===== src/rtl/seq_detector_param.sv =====
`default_nettype none
// ============================================================================
// Module   : seq_detector_param
// Purpose  : Runtime-programmable serial pattern detector with overlap
//            control, sample qualifier and saturating match counter.
// Revision : 1.0 - initial release
// ============================================================================
module seq_detector_param #(
    parameter int               MAX_W       = 8,
    parameter int               COUNT_W     = 10,
    parameter logic [MAX_W-1:0] DEF_PATTERN = 8'b0000_0010,
    parameter int               DEF_LEN     = 3,
    parameter bit               DEF_OVERLAP = 1'b1,
    parameter int               LEN_W       = $clog2(MAX_W + 1)
) (
    input  logic               clk,
    input  logic               rst,
    input  logic               en,
    input  logic               x,
    input  logic               cfg_load,
    input  logic [MAX_W-1:0]   cfg_pattern,
    input  logic [LEN_W-1:0]   cfg_len,
    input  logic               cfg_overlap,
    input  logic               clr_count,
    output logic               match,
    output logic [COUNT_W-1:0] count,
    output logic               count_sat,
    output logic               cfg_err
);

    localparam logic [LEN_W-1:0]   c_max_fill  = LEN_W'(MAX_W);
    localparam logic [LEN_W-1:0]   c_def_len   = LEN_W'(DEF_LEN);
    localparam logic               c_def_err   = (DEF_LEN == 0) || (DEF_LEN > MAX_W);
    localparam logic [COUNT_W-1:0] c_count_max = {COUNT_W{1'b1}};

    logic [MAX_W-1:0]   r_hist;
    logic [LEN_W-1:0]   r_fill;
    logic               r_match;
    logic [COUNT_W-1:0] r_count;
    logic               r_count_sat;
    logic [MAX_W-1:0]   r_pattern;
    logic [LEN_W-1:0]   r_len;
    logic               r_overlap;
    logic               r_cfg_err;

    logic               w_sample;
    logic [MAX_W-1:0]   w_hist_n;
    logic [LEN_W-1:0]   w_fill_n;
    logic [MAX_W-1:0]   w_mask;
    logic               w_eq;
    logic               w_hit;

    // A sample presented together with a configuration load is dropped.
    assign w_sample = en && !cfg_load;
    assign w_hist_n = {r_hist[MAX_W-2:0], x};
    assign w_fill_n = (r_fill >= c_max_fill) ? c_max_fill : r_fill + 1'b1;

    // Only the newest r_len bits take part in the comparison.
    for (genvar i = 0; i < MAX_W; i++) begin : g_mask
        assign w_mask[i] = (r_len > LEN_W'(i));
    end

    assign w_eq  = ((w_hist_n ^ r_pattern) & w_mask) == '0;
    assign w_hit = w_sample && !r_cfg_err && (w_fill_n >= r_len) && w_eq;

    always_ff @(posedge clk or posedge rst) begin
        if (rst) begin
            r_hist    <= '0;
            r_fill    <= '0;
            r_match   <= 1'b0;
            r_pattern <= DEF_PATTERN;
            r_len     <= c_def_len;
            r_overlap <= DEF_OVERLAP;
            r_cfg_err <= c_def_err;
        end else if (cfg_load) begin
            r_pattern <= cfg_pattern;
            r_len     <= cfg_len;
            r_overlap <= cfg_overlap;
            r_cfg_err <= (cfg_len == '0) || (cfg_len > c_max_fill);
            r_hist    <= '0;
            r_fill    <= '0;
            r_match   <= 1'b0;
        end else if (en) begin
            r_hist  <= w_hist_n;
            r_match <= w_hit;
            // Non-overlapping mode demands a full fresh pattern after a hit.
            r_fill  <= (w_hit && !r_overlap) ? '0 : w_fill_n;
        end else begin
            r_match <= 1'b0;
        end
    end

    always_ff @(posedge clk or posedge rst) begin
        if (rst) begin
            r_count     <= '0;
            r_count_sat <= 1'b0;
        end else if (clr_count) begin
            r_count     <= '0;
            r_count_sat <= 1'b0;
        end else if (w_hit) begin
            if (r_count == c_count_max) begin
                r_count_sat <= 1'b1;
            end else begin
                r_count <= r_count + 1'b1;
            end
        end
    end

    assign match     = r_match;
    assign count     = r_count;
    assign count_sat = r_count_sat;
    assign cfg_err   = r_cfg_err;

endmodule
`default_nettype wire

===== config.mk =====
export PLATFORM = sky130hd
export DESIGN_NAME = seq_detector_param
export DESIGN_NICKNAME = d
export VERILOG_FILES = /design/src/rtl/seq_detector_param.sv
export SDC_FILE = /design/constraint.sdc
export NUM_CORES = 1
export LEC_CHECK = 0
export ABC_AREA = 1
export ABC_CLOCK_PERIOD_IN_PS = 3100
export CAP_MARGIN = 10
export CORE_ASPECT_RATIO = 1.4
export CORE_MARGIN = 5
export CORE_UTILIZATION = 50
export CTS_CLUSTER_SIZE = 16
export DETAILED_ROUTE_END_ITERATION = 16
export PLACE_DENSITY = 0.72
export SYNTH_ARGS = -nofsm -noshare
export SYNTH_HDL_FRONTEND = slang
export SYNTH_SLANG_ARGS = --single-unit

===== constraint.sdc =====
create_clock -name clk -period 3.1 [get_ports clk]
set_input_delay 0.31 -clock clk [delete_from_list [all_inputs] [get_ports clk]]
set_output_delay 0.31 -clock clk [all_outputs]
set_load 0.005 [all_outputs]

==> impl_summary.md, run 1 <==
Place
Buffers placed on the I/O ports in this run total 31. The HPWL after detailed placement is 3164 um. At the end of routability-driven placement, the weighted congestion stood at roughly 0.84.

Before CTS, the worst setup slack after placement is 0.8926 ns.

Worst setup path
The launching point of the worst reg2reg path is r_fill[0]$_DFFE_PP0P_. In this run the critical register-to-register path is captured at count[0]$_DFFE_PP0P_. STA classifies the critical path startpoint as a flip-flop.

The register-to-register path setup slack is 0.90 ns. The endpoint class of the critical path is a flip-flop. The family with the most delay on the worst path is adder cells.

The source of the critical timing path is r_fill[0]$_DFFE_PP0P_. On the critical path, the stage with the largest delay is an instance of sky130_fd_sc_hd__dfrtp_1. Walking the worst path, the cells encountered are inv_1, ha_1, inv_1, nor2_1, ha_1, inv_1, o21bai_1, nand2_1, nand3_1, nand2_2, o21bai_4, nand2_4, nand2_1, nand2_1. Measured in cells, the most critical reg-to-reg path has a length of 14. Together, buffers and inverters on the worst path number 3.

Data on the critical path is required at its endpoint by around 3.3 ns. The delay of the slowest critical-path stage is 0.39 ns. Of all nets on the critical path, the largest fanout is 10. The arrival time at the worst endpoint is 2.37 ns. The critical path is of the flip-flop to flip-flop type.

Global routing
The most congested layer reported by global routing is met2. The via count of the first global-routing pass was 1,771. For this run, global-route usage on met3 was measured as about 3.3%. After global routing the overflow that remains totals 0. In the global route stage, overall resource usage came out at around 17%.

The global-route wire length before repair is approximately 7500 um. The number of antenna violations at the first check in global routing came to 0. The met2 layer usage reported by global route is 30.10%.

The maximum number of pins on one net before global-route repair is 38. For met1 alone, demand over resource in global routing was 19.70%.

Routing
The number of nets with antenna violations after detailed routing is 0. The number of detailed-routing iterations run before antenna repair is 4. Dividing the detail-routed wire length by the instance count gives 12.12 um. Across all layers, the routed design uses 1,741 vias. The first routing iteration left 80 violations.

Dividing the detail-routed via count by the number of cells gives 5.032. The aggregate routed wire length is 4193 um. The remaining design rule violation count is 0.

Timing
For the final database, setup skew stands at 0.002583 ns. Setup repair after global routing left no endpoint under its margin. Based on the critical path, the design can be clocked at up to 453.6 MHz. The worst path uses 71.11% of the clock period. The final period demand of the worst path is 2.204 ns. The hold violation total from the final report is 0. After routing, the total negative slack on setup checks comes to 0 ns. Setup violations remaining at the end of the flow were counted as 0. The number of slew-limit violations in the final report was 0. Setup slack closes at between 0.8 and 0.9 ns. The headroom to the max-slew limit is between 60% and 70%. The transition time of the tightest slew-check pin is 0.5098 ns.

Clock tree
The number of clock buffers added by TritonCTS is 5. After clock tree synthesis, the flow added hold-fix buffers numbering 0. The later-pin clock latency in the skew report is 0.28 ns. CTS built an H-tree with a depth of 2. Clock-pin slew was measured on the worst setup and hold paths at 0.07 ns.

The CTS tree is built. After clock tree synthesis, the setup repair step added 0 buffers. The clock tree root buffer cell is sky130_fd_sc_hd__clkbuf_8. The number of gates resized after CTS was 0. The deepest clock path buffer count is 2.

Clock tree synthesis found a total of 37 sinks.

Logic synthesis
Counting every instance in the synthesized netlist gives 268. Of all cell types, the one taking the most synthesized area is sky130_fd_sc_hd__dfrtp_1. After synthesis, the netlist uses 26 different library cells.

Among all flip-flop cells after synthesis, the most frequent one is sky130_fd_sc_hd__dfrtp_1. Yosys printed 0 warnings. By area the synthesized netlist is led by sky130_fd_sc_hd__dfrtp_1 40%, sky130_fd_sc_hd__nand2_1 17%, sky130_fd_sc_hd__inv_1 5.7%, sky130_fd_sc_hd__dfstp_2 5.1%, sky130_fd_sc_hd__nand3_1 5.1%. Yosys instantiated no cell more often than sky130_fd_sc_hd__nand2_1.

In the synthesized netlist, the cells that appear most often are 93 x sky130_fd_sc_hd__nand2_1, 33 x sky130_fd_sc_hd__dfrtp_1, 31 x sky130_fd_sc_hd__inv_1. The synthesized net count is 294. The number of enable-type register cells in the synthesized netlist is 0. Each instance of the synthesized netlist takes up on average 7.647 um^2.

The number of flip-flops and latches in the synthesized netlist is 37. In the synthesized netlist the async set-or-reset flop fraction comes to between 90% and 100%. The area fraction of the dominant cell type after synthesis is 40.29%.

In this run the cell area of the synthesized design comes to 0.002049 mm^2. The register area share after synthesis is 45.42%.

Job
The tool flagged a number of max-cap violations equal to 0.

Pwr
VDD sags by at most 0.3179 mV. The clock network is responsible for 32.9% of the overall power. Summed over all cells, the static leakage comes to about 1.2 nW. The switching share of power is 26.27%. The switching power is around 270 uW. The power density over cell area is between 400 and 500 mW/mm^2. The share of total power in combinational logic is 15.5%. Per report_power, the sequential group accounts for 51.7% of the total. The internal power component is ~750 uW. After layout, the design draws a total of 1.019 mW.

Floorplan
The chip width is 64.11 um. The initialized floorplan defines 27 standard-cell rows. The effective utilization at floorplan is 51.85%. From bottom edge to top edge, the die measures 85.76 um. 32 I/O pins were placed. The region available for standard cell placement spans 0.003953 mm^2. The area enclosed by the die boundary is around 0.0055 mm^2.

Finish
Cells fill 62.90% of the core in the end. The repair_antennas step left the layout with diodes totalling 0. The fraction of final layout cells sized beyond drive strength 1 is 7.921%. The net count reported at finish is 329. The synthesis-to-finish area growth is 21.31%.

Outcome
The run finished with clean final reports.

Min path
The worst hold path belongs to the class input pin to asynchronous set/reset pin.
[tightest hold or removal path: cells and delay by family]
family                 cells  cell delay [ns]
buffers and inverters      3             0.85
[cell families after synthesis]
family	synth area share, %
adders and majority gates	4.273
AOI/OAI and AO/OA	7.693
DFF	45.42
buffers and inverters	7.509
and+or+nand+nor	31.26
xor gates and xnor gates	3.846
[cells in the final DEF (no fill, tap or decap), types with 2 or more instances in the layout]
cell type,count
sky130_fd_sc_hd__o21ai_0,14
sky130_fd_sc_hd__a21oi_1,2
sky130_fd_sc_hd__clkbuf_8,6
sky130_fd_sc_hd__nor3_1,2
sky130_fd_sc_hd__nor2_2,4
sky130_fd_sc_hd__dfrtp_1,33
sky130_fd_sc_hd__clkdlybuf4s50_1,31
sky130_fd_sc_hd__inv_1,31
sky130_fd_sc_hd__ha_1,7
sky130_fd_sc_hd__nand2_1,93
sky130_fd_sc_hd__xor2_1,6
sky130_fd_sc_hd__o22ai_1,7
sky130_fd_sc_hd__dfstp_2,4
sky130_fd_sc_hd__nand4_1,3
sky130_fd_sc_hd__xnor2_1,3
sky130_fd_sc_hd__nand2_4,2
sky130_fd_sc_hd__nor2_1,23
sky130_fd_sc_hd__nand3_1,21
sky130_fd_sc_hd__buf_4,2
sky130_fd_sc_hd__nand2_2,2
[stage by stage]
| step | hold slack [ns] | area (um^2) | std cells |
|---|---|---|---|
| floorplan | 0.4173 | 2049 | 268 |
| global placement | 0.4846 | 2400 | 339 |
| detailed placement | 0.4804 | 2400 | 339 |
| CTS | 0.4532 | 2486 | 346 |
| global route | 0.4980 | 2486 | 346 |
| finish | 0.4358 | 2486 | 346 |
[worst max path at each step]
stage | end | slack (ns) | cells past startpoint
global placement | count[0]$_DFFE_PP0P_ | 0.97 | 14
detailed placement | count[0]$_DFFE_PP0P_ | 0.89 | 14
global route | count[2]$_DFFE_PP0P_ | 0.62 | 14
finish | count[0]$_DFFE_PP0P_ | 0.90 | 14
floorplan | count[2]$_DFFE_PP0P_ | 1.13 | 14
CTS | count[0]$_DFFE_PP0P_ | 0.88 | 14
[power by group through the flow]
| stage | Clock (mW) | Sequential (mW) | Combinational, mW |
|---|---|---|---|
| 2_1_floorplan | 0 | 0.531 | 0.106 |
| 3_3_place_gp | 0 | 0.535 | 0.157 |
| 3_5_place_dp | 0 | 0.535 | 0.160 |
| 4_1_cts | 0.346 | 0.527 | 0.161 |
| 5_1_grt | 0.367 | 0.530 | 0.184 |
| 6_report | 0.335 | 0.526 | 0.158 |
[state kept, by name (all words and copies together) (netlist names)]
| signal | flops |
|---|---|
| r_len | 4 |
| r_hist | 7 |
| r_fill | 4 |
| cfg_err | 1 |
| r_overlap | 1 |
| match | 1 |
| r_pattern | 8 |
| count | 10 |
| count_sat | 1 |
[layout make-up]
| cell class | instances | area (um^2) |
|---|---|---|
| sequential | 37 | 930.9 |
| multi-input combinational | 193 | 964.7 |
| clock buffer | 7 | 86.33 |
| inverter | 33 | 125.1 |
| timing repair buffer | 33 | 325.3 |
| tap | 43 | 53.80 |
| fill | 367 | 1466 |
[per-layer routing]
layer / wire length (um) / vias up
met5: 0 / -
met4: 85 / 0
met3: 162 / 8
met2: 2189 / 27
met1: 1756 / 797
li1: - / 909
(Power assumes the default switching activity.)
==> inputs of run 2 (changes only) <==
--- a/config.mk
+++ b/config.mk
@@ -6,11 +6,11 @@
 export NUM_CORES = 1
 export LEC_CHECK = 0
 export ABC_AREA = 1
-export ABC_CLOCK_PERIOD_IN_PS = 3100
+export ABC_CLOCK_PERIOD_IN_PS = 1900
 export CAP_MARGIN = 10
 export CORE_ASPECT_RATIO = 1.4
 export CORE_MARGIN = 5
-export CORE_UTILIZATION = 50
+export CORE_UTILIZATION = 48
 export CTS_CLUSTER_SIZE = 16
 export DETAILED_ROUTE_END_ITERATION = 16
 export PLACE_DENSITY = 0.72
==> constraint.sdc (replaced) <==
create_clock -name clk -period 1.9 [get_ports clk]
set_input_delay 0.19 -clock clk [delete_from_list [all_inputs] [get_ports clk]]
set_output_delay 0.19 -clock clk [all_outputs]
set_load 0.005 [all_outputs]
==> run 2 against run 1 <==
  * Non-clock buffer count grew 14
  * Cell count rose by 5.2%
  * Final area grew 7.4%
  * Power up 67%
  * The run now ends with setup timing left
  * Largest cell class unchanged
  * Clock skew grew 0.0064 ns
  * Wire length grew 6.4%
==> impl_summary.md, run 2 (synthesis results as in run 1) <==
Floorplan
The height of the die was 87.32 um (was 85.76 um). The boundary pin count is 32 (unchanged). The number of rows created at floorplan is 28 (was 27). The effective utilization at floorplan is 49.16% (was 51.85%).

The chip width is 65.23 um (was 64.11 um). The core outline area is 0.004169 mm^2 (was 0.003953 mm^2). The area enclosed by the die boundary is 0.005695 mm^2 (was 0.005498 mm^2).

Finish
The number of filler cells placed in the layout is 378 (was 367). Commonest non-fill, non-tap cells in the layout: 90 x sky130_fd_sc_hd__nand2_1, 33 x sky130_fd_sc_hd__dfrtp_1, 31 x sky130_fd_sc_hd__clkdlybuf4s50_1 (was 93 x sky130_fd_sc_hd__nand2_1, 33 x sky130_fd_sc_hd__dfrtp_1, 31 x sky130_fd_sc_hd__inv_1, 31 x sky130_fd_sc_hd__clkdlybuf4s50_1, 23 x sky130_fd_sc_hd__nor2_1). The number of antenna diodes is 0 (unchanged). The final non-filler cell total is 364 (was 346).

The most common cell after layout, fill and taps aside is sky130_fd_sc_hd__nand2_1 (unchanged). The finished layout cell area was 0.002671 mm^2 (was 0.002486 mm^2). The net count reported at finish is 344 (was 329).

The number of flip-flops in the largest register is 10 (unchanged). The fraction of final layout cells sized beyond drive strength 1 is 16.30% (was 7.921%). The synthesis-to-finish area growth is 30.34% (was 21.31%).

Clock tree
The deepest clock path buffer count is 2 (unchanged). The later-pin clock latency in the skew report was 0.29 ns (was 0.28 ns). The clock tree root buffer cell is sky130_fd_sc_hd__clkbuf_8 (unchanged). The H-tree depth was 2 (unchanged). The CTS buffer count was 5 (unchanged). The clock-pin transition on the worst setup and hold timing paths came to 0.07 ns (about the same). The number of hold buffers added after CTS is 0 (unchanged). The CTS tree is built (unchanged). The number of clock sinks came to 37 (unchanged).

Routing
The number of detailed-routing iterations run before antenna repair is 4 (unchanged). The routed length per instance was 12.25 um (was 12.12 um). The number of nets with antenna violations after detailed routing is 0 (unchanged). The total vias in the final route came to 1,828 (was 1,741).

The detailed router's first-iteration violation count is 75 (was 80). The remaining design rule violation count is 0 (unchanged). The average vias per placed instance came to 5.022 (was 5.032).

The aggregate routed wire length was 4460 um (was 4193 um).

Min path
The classification of the worst-slack hold path is input pin to asynchronous set/reset pin (unchanged).

Outcome
Run status: complete, but fails checks (was complete, no violations). The checks that failed: setup timing.

Worst setup path
The data required time of the worst path is 2.08 ns (was 3.27 ns). The endpoint class of the critical path was a flip-flop (unchanged). The critical path class is flip-flop to flip-flop (unchanged). The top fanout value on the critical path is 5 (was 10). The startpoint type of the worst setup path is a flip-flop (unchanged). The arrival time at the worst endpoint is 2.24 ns (was 2.37 ns).

Place
The placer congestion estimate is 0.8599 (was 0.8419). The number of cells after detailed placement is 353 (was 339). The cell area after placement is 0.002505 mm^2 (was 0.002400 mm^2).

The number of buffer cells added on primary ports is 31 (unchanged). The HPWL after detailed placement came to 3301 um (was 3164 um).

Timing
The transition time of the tightest slew-check pin is 0.4613 ns (was 0.5098 ns). The number of slew-limit violations in the final report is 0 (unchanged). The worst hold slack across all endpoints is 0.3294 ns (was 0.4358 ns). The headroom to the max-slew limit is 69.25% (was 65.92%).

The final period demand of the worst path is 2.060 ns (was 2.204 ns). The highest attainable clock frequency is 485.6 MHz (was 453.6 MHz). The period utilization is 108.4% (was 71.11%).

RSZ-0062 raised after global routing: true (was false). The hold violation total from the final report is 0 (unchanged). The clock skew after layout came to 0.008966 ns (was 0.002583 ns). The worst path setup slack after routing came to -0.1595 ns (was 0.8956 ns). The number of setup violations in the final report was 14 (was 0).

Job
The number of maximum-capacitance violations is 0 (unchanged).

Pwr
The power consumption is 1.699 mW (was 1.019 mW). The worst voltage drop across the vdd grid was 0.4656 mV (was 0.3179 mV). The power density over cell area was 635.9 mW/mm^2 (was 409.7 mW/mm^2). The static leakage was 1.334 nW (was 1.238 nW).

Global routing
The via count of the first global-routing pass is 1,853 (was 1,771). The total overflow reported by the global router is 0 (unchanged). The number of antenna violations at the first check in global routing is 0 (unchanged). The maximum number of pins on one net before global-route repair was 38 (unchanged). The total routing resource utilization after global routing is 18.10% (was 16.87%). The global-route wire length before repair is 8073 um (was 7534 um).
==> run 2: cell types whose count changed in the layout (fill, tap and decap cells not counted), moves of 2 or more <==
cell,before,now
sky130_fd_sc_hd__buf_4,2,15
sky130_fd_sc_hd__clkinv_2,1,3
sky130_fd_sc_hd__inv_1,31,29
sky130_fd_sc_hd__inv_2,1,3
sky130_fd_sc_hd__nand2_1,93,90
sky130_fd_sc_hd__nand2_2,2,4
sky130_fd_sc_hd__nand2_4,2,4
sky130_fd_sc_hd__nand3_1,21,16
sky130_fd_sc_hd__nand3_2,0,5
==> run 2: through the flow <==
stage / worst slack, ns / setup TNS [ns] / utilization, %
after floorplan: -0.03411 / -0.3327 / -
after global placement: -0.08054 / -0.8359 / 60.08
after detailed placement: -0.1856 / -2.266 / 60.08
after CTS: -0.1606 / -1.580 / 63.57
after global routing: -0.3532 / -4.435 / 64.08
final: -0.1595 / -1.490 / 64.08
==> run 2: area by class of cell <==
| type | instances | area [um^2] | area share (%) |
|---|---|---|---|
| inverter | 33 | 125.1 | 4.684 |
| timing repair buffer | 47 | 442.9 | 16.58 |
| sequential | 37 | 930.9 | 34.85 |
| tap | 45 | 56.30 | 2.108 |
| clock buffer | 6 | 72.57 | 2.717 |
| multi-input combinational | 194 | 1033 | 38.69 |
| clock inverter | 2 | 10.01 | 0.3747 |
==> run 2: critical path: stages (launching register included) <==
cell,delay [ns]
sky130_fd_sc_hd__dfrtp_1,0.37
sky130_fd_sc_hd__inv_1,0.06
sky130_fd_sc_hd__ha_1,0.29
sky130_fd_sc_hd__inv_2,0.07
sky130_fd_sc_hd__nor2_4,0.04
sky130_fd_sc_hd__ha_4,0.26
sky130_fd_sc_hd__inv_2,0.03
sky130_fd_sc_hd__o21bai_1,0.11
sky130_fd_sc_hd__nand2_1,0.07
sky130_fd_sc_hd__nand3_2,0.08
sky130_fd_sc_hd__nand2_4,0.07
sky130_fd_sc_hd__o21bai_4,0.22
sky130_fd_sc_hd__nand2_2,0.13
sky130_fd_sc_hd__nand2_1,0.08
sky130_fd_sc_hd__nand2_1,0.05
==> run 2: per-layer routing <==
layer | vias up | routed length [um] | part of all wire (%) | track usage [%]
met3 | 7 | 165 | 3.7 | 4.134
li1 | 940 | - | - | -
met4 | 0 | 77 | 1.7 | 6.981
met5 | - | 0 | 0 | 0
met2 | 35 | 2396 | 54 | 33.36
met1 | 846 | 1821 | 41 | 19.75
==> run 2: final timing paths <==
kind | startpoint | endpoint | slack, ns | cells past startpoint
min | rst | r_pattern[2]$_DFFE_PP0P_ | 0.33 | 3
max | r_fill[0]$_DFFE_PP0P_ | count[1]$_DFFE_PP0P_ | -0.16 | 14
min reg2reg | count_sat$_DFFE_PP0P_ | count_sat$_DFFE_PP0P_ | 0.50 | 2
max in group asynchronous | rst | r_overlap$_DFFE_PP1P_ | 1.21 | 3
min in group clk | cfg_overlap | r_overlap$_DFFE_PP1P_ | 0.45 | 3
max reg2reg | r_fill[0]$_DFFE_PP0P_ | count[1]$_DFFE_PP0P_ | -0.16 | 14
==> run 2: where the power goes <==
group	switching (mW)	internal, mW
combinational	0.174	0.146
clock	0.266	0.254
sequential	0.0290	0.829
total	0.469	1.23
==> run 2: what timing repair did <==
item,in CTS,in global routing
pin swaps,4,6
gates cloned,0,1
gates resized for setup,11,4
buffers inserted,2,0
endpoints found under the setup margin,14,16
==> patch 1, RTL diff (settings of run 2) <==
The parameter `DEF_OVERLAP` goes from 1'b1 to 1'b0.
--- a/src/rtl/seq_detector_param.sv
+++ b/src/rtl/seq_detector_param.sv
@@ -10,7 +10,7 @@
     parameter int               COUNT_W     = 10,
     parameter logic [MAX_W-1:0] DEF_PATTERN = 8'b0000_0010,
     parameter int               DEF_LEN     = 3,
-    parameter bit               DEF_OVERLAP = 1'b1,
+    parameter bit               DEF_OVERLAP = 1'b0,
     parameter int               LEN_W       = $clog2(MAX_W + 1)
 ) (
     input  logic               clk,
Check against the original RTL: not equivalent (a bounded check fails within 10 cycles, from zero or initial values and one cycle with rst high).
==> patch 1 against run 2 <==
  * The flow still finishes with violations (negative setup slack)
  * Final cell count up 0.55%
  * First-iteration DRC count up 52%
  * Maximum frequency down 4.2%
  * Clock power up 34%
  * Design area up 3.3%
  * Global-route usage down 0.46 points
  * Wire length up 5.8%
  * Sequential cell count unchanged
  * Combinational power up 9.1%
  * Area after synthesis about the same
  * Total power up 12%
  * Worst setup slack worse by 0.091 ns
  * Die area about the same
  * Largest power group unchanged
==> patch 1: results (changes against run 2) <==
Run status
  • Outcome: finished, violations left (unchanged)
  • Violated checks: negative setup slack (unchanged)

Global route
  • Global-route wire length before repair: 7940 um (was 8070 um)
  • Total global-route track usage: 0.176 (was 0.181)
  • Number of global-route vias before repair: 1911 (was 1853)

Placement
  • Detailed-placement wirelength estimate: 3290 um (was 3300 um)
  • Area after DPL: 2490 um^2 (was 2500 um^2)
  • Placer congestion estimate: 0.871 (was 0.860)
  • Minimum setup slack after placement: -0.156 ns (was -0.186 ns)

Drt
  • DRC violation total after the first TritonRoute iteration: 114 (was 75)
  • Routed wirelength normalized by instance count: 12.9 um (was 12.3 um)

Critical path
  • Worst Reg-to-Reg Cells: 13 (was 14)
  • Maximum single-stage delay on the critical path: 0.43 ns (was 0.37 ns)

Synth
  • Area share of xor/xnor cells in the synthesized design: 0.0385 (about the same)
  • Compound-Gate Fraction of Synth Area: 0.0770 (was 0.0769)
  • Top cells by instance count after synthesis: sky130_fd_sc_hd__nand2_1, sky130_fd_sc_hd__dfrtp_1, sky130_fd_sc_hd__inv_1 (unchanged)
  • Post-synthesis share of cell area spent on full adders, half adders and majority gates: 0.0428 (was 0.0427)
  • Most area-consuming cells after synthesis: sky130_fd_sc_hd__dfrtp_1, sky130_fd_sc_hd__nand2_1, sky130_fd_sc_hd__inv_1 (unchanged)
  • Sequential area share after synthesis: 0.454 (about the same)

STA
  • Final worst hold slack: 0.309 ns (was 0.329 ns)
  • Transition time at the pin with the least slew margin: 0.463 ns (was 0.461 ns)
  • Final setup TNS: -3.17 ns (was -1.49 ns)
  • Endpoints failing setup: 16 (was 14)
  • Final setup slack of the worst path: -0.251 ns (was -0.160 ns)

Pwr
  • Standby leakage power: 1.37 nW (was 1.33 nW)

Layout
  • Fillers: 347 (was 378)
  • Number of nets in the final layout: 346 (was 344)
==> patch 1: timing repair <==
action / CTS / global route
setup buffers: 2 / 4
setup endpoints to repair: 14 / 16
gates cloned: 0 / 1
hold buffers: 0 / 0
endpoints found under the hold margin: 0 / 0
gates resized for setup: 4 / 21
pin swaps: 3 / 13
==> patch 1: worst max path at each step <==
stage               depth (start not counted)  endpoint  startpoint
global placement                           14  count[6]   r_fill[1]
CTS                                        14  count[6]   r_fill[1]
floorplan                                  14  count[2]   r_fill[0]
finish                                     13  count[6]   r_fill[1]
detailed placement                         14  count[5]   r_fill[1]
global route                               13  count[6]   r_fill[1]
==> patch 1: power breakdown <==
group | switching, mW | leakage, nW | internal (mW)
Sequential | 0.0305 | 0.483 | 0.828
Clock | 0.271 | 0.0585 | 0.428
Combinational | 0.183 | 0.827 | 0.165
==> patch 1: cells by family after synthesis <==
kind of cell,Yosys count
simple gates,151
xor+xnor,9
compound gates,26
flops,37
fa+ha+maj,7
buf+inv,38
==> patch 1: through the flow <==
stage	power (mW)	util	std cells
final	1.91	0.662	366
after global routing	1.99	0.662	366
after CTS	1.86	0.633	361
after detailed placement	1.15	0.597	351
after global placement	1.14	0.597	351
after floorplan	1.04	-	268
==> patch 1: cell type report <==
type                       instances  area share
clock buffer                       7      0.0313
sequential                        37       0.337
inverter                          33      0.0453
timing repair buffer              49       0.172
multi-input combinational        194       0.384
clock inverter                     1      0.0109
tap                               45      0.0204
==> patch 1: worst max-delay path: cells and delay by family (launching register included) <==
family,cells,cell delay (ns)
simple gates,8,0.64
fa+ha+maj,2,0.50
flops,1,0.43
xor+xnor,1,0.15
buf+inv,1,0.06
compound gates,1,0.28
==> patch 1: per-layer routing <==
metal  vias to the layer above  GRT usage  part of all wire
met3                        11     0.0271             0.040
li1                        948          -                 -
met1                       900      0.193              0.39
met4                         0     0.0717             0.022
met5                         -          0                 0
met2                        43      0.333              0.55
==> patch 2, RTL diff (config.mk and constraints of run 2) <==
Made on the original files. Register the output `cfg_err` once more, with the module's reset; this adds one clock of latency there. The other outputs are not delayed to match.
--- a/src/rtl/seq_detector_param.sv
+++ b/src/rtl/seq_detector_param.sv
@@ -109,7 +109,13 @@
     assign match     = r_match;
     assign count     = r_count;
     assign count_sat = r_count_sat;
-    assign cfg_err   = r_cfg_err;
+    always_ff @(posedge clk or posedge rst) begin
+        if (rst) begin
+            cfg_err <= '0;
+        end else begin
+            cfg_err <= r_cfg_err;
+        end
+    end
 
 endmodule
 `default_nettype wire
Behaviour: not the same (a bounded check fails within 4 cycles, from zero or initial values and one cycle with rst high).
==> patch 2 against run 2 <==
  * The flow still finishes with violations (negative setup slack)
  * Total power up 3.5%
  * Sequential power increased by 3.3%
  * Synthesized cell count grew 6.3%
  * Design area rose by 7.0%
  * Worst setup slack got worse by 0.057 ns
  * Core utilization up 2.8 points
  * Via count is 7.2% higher
  * Area after synthesis up 4.3%
  * Combinational power is 12% higher
  * Count of clock-buffer cells in the layout increased by 2
  * Hold slack worse by 0.028 ns
  * Sequential cell count is 1 higher
  * Wire length grew 5.3%
  * Critical path type unchanged
  * Largest cell class unchanged
  * Largest power group unchanged
==> patch 2: results (changes against run 2) <==
Synth
  • Syn Nets: 311 (was 294)
  • Post-synthesis share of cell area spent on full adders, half adders and majority gates: 0.0410 (was 0.0427)
  • Compound-Gate Fraction of Synth Area: 0.0603 (was 0.0769)
  • Area share of xor/xnor cells in the synthesized design: 0.0287 (was 0.0385)
  • Sequential area share after synthesis: 0.447 (was 0.454)

Drt
  • DRC violation total after the first TritonRoute iteration: 130 (was 75)
  • Number of vias per cell after detailed routing: 4.94 (was 5.02)
  • Routed wirelength normalized by instance count: 11.8 um (was 12.3 um)

Layout
  • Layout clock buffer count: 8 (was 6)
  • Sequential cell area share: 0.335 (was 0.348)
  • Fraction of area in multi-input gates: 0.408 (was 0.387)
  • Inverter count: 39 (was 33)
  • Clock network contribution to total cell area: 0.0280 (was 0.0309)
  • Number of multi-input logic gates: 205 (was 194)
  • Number of sequential cells: 38 (was 37)
  • Layout cells sized above 1: 0.205 (was 0.163)
  • Fillers: 380 (was 378)

Global route
  • Total global-route track usage: 0.179 (was 0.181)
  • Number of global-route vias before repair: 1891 (was 1853)
  • Pin count of the biggest net entering global routing: 39 (was 38)

Placement
  • Detailed-placement wirelength estimate: 3370 um (was 3300 um)
  • Placer congestion estimate: 0.869 (was 0.860)

Critical path
  • Dominant delay contributor by cell family on the critical path: simple AND/OR/NAND/NOR gates (was adder cells)
  • Maximum single-stage delay on the critical path: 0.41 ns (was 0.37 ns)
  • Worst endpoint data arrival time: 2.29 ns (was 2.24 ns)
  • Worst Reg-to-Reg Cells: 15 (was 14)
  • Maximum net fanout on the critical path: 6 (was 5)

STA
  • Final setup slack of the worst path: -0.217 ns (was -0.160 ns)
  • Endpoints failing setup: 15 (was 14)
  • Final clock skew: 0.00898 ns (was 0.00897 ns)
  • Normalized max-slew margin: 0.590 (was 0.692)

Clock network
  • Max H-tree Level: 2 (unchanged)

Pwr
  • Total power per unit cell area: 615 nW/um^2 (was 636 nW/um^2)
  • Standby leakage power: 1.38 nW (was 1.33 nW)

Run status
  • Outcome: finished, violations left (unchanged)
  • Violated checks: negative setup slack (unchanged)
## patch 2: cell count changes in the layout (fill, tap and decap cells not counted), sizes merged, moves of 2 or more
cell           run 2  this run
inv               32        38
nand3             21        27
nand2             98       102
nor2              28        31
nor3               2         5
clkbuf             6         8
clkinv             3         1
nand4              3         1
o21bai             2         0
xor2               6         4
## patch 2: cells by family (layout without fill, tap and decap cells)
logic type      after synthesis  count (layout)
simple gates                165             167
buf+inv                      44              94
fa+ha+maj                     7               7
compound gates               24              24
xor+xnor                      7               7
flops                        38              38
## patch 2: power breakdown
part	internal, mW	switching, mW	leakage [nW]
Combinational	0.159	0.198	0.850
Clock	0.260	0.255	0.0395
Sequential	0.853	0.0331	0.493
Total	1.27	0.486	1.38
## patch 2: final timing paths
path / startpoint / to
setup / recovery: r_fill[1] / count[2]
hold / removal: rst / count[8]
setup reg to reg: r_fill[1] / count[2]
hold reg to reg: r_cfg_err / cfg_err
max in group asynchronous: rst / r_overlap
min in group clk: cfg_pattern[1] / r_pattern[1]
## patch 2: worst reg2reg max path, cell delays in order (launching register included)
cell and delay, ns:
sky130_fd_sc_hd__dfrtp_1 0.41, sky130_fd_sc_hd__buf_4 0.14, sky130_fd_sc_hd__a21oi_1 0.15, sky130_fd_sc_hd__nor2_1 0.09, sky130_fd_sc_hd__ha_1 0.32, sky130_fd_sc_hd__nand2_1 0.07, sky130_fd_sc_hd__inv_2 0.09, sky130_fd_sc_hd__nand2_2 0.07
sky130_fd_sc_hd__nand2_1 0.06, sky130_fd_sc_hd__nor2_1 0.04, sky130_fd_sc_hd__nor2_1 0.11, sky130_fd_sc_hd__nand2_2 0.10, sky130_fd_sc_hd__nand2_4 0.14, sky130_fd_sc_hd__nand2_8 0.10, sky130_fd_sc_hd__nand2_4 0.10, sky130_fd_sc_hd__nand2_2 0.04
## patch 2: layer usage
metal,part of all wire,vias up,GRT usage
li1,-,991,-
met1,0.40,918,0.190
met2,0.54,45,0.338
met3,0.044,6,0.0377
met4,0.016,0,0.0721
met5,0,-,0
## patch 2: repair_timing
action,CTS,global route
gates resized for setup,14,23
endpoints found under the hold margin,0,0
pin swaps,4,17
setup buffers,1,5
setup endpoints to repair,14,15
cloned,2,0
## patch 2: stage by stage
stage          TNS [ns]  std cells   util  worst slack, ns
2_1_floorplan         0        285      -           0.0139
4_1_cts           -1.82        392  0.640           -0.167
3_3_place_gp      -1.03        381  0.601          -0.0949
5_1_grt           -4.36        397  0.669           -0.342
6_report          -2.36        397  0.669           -0.217
3_5_place_dp      -2.05        381  0.601           -0.178
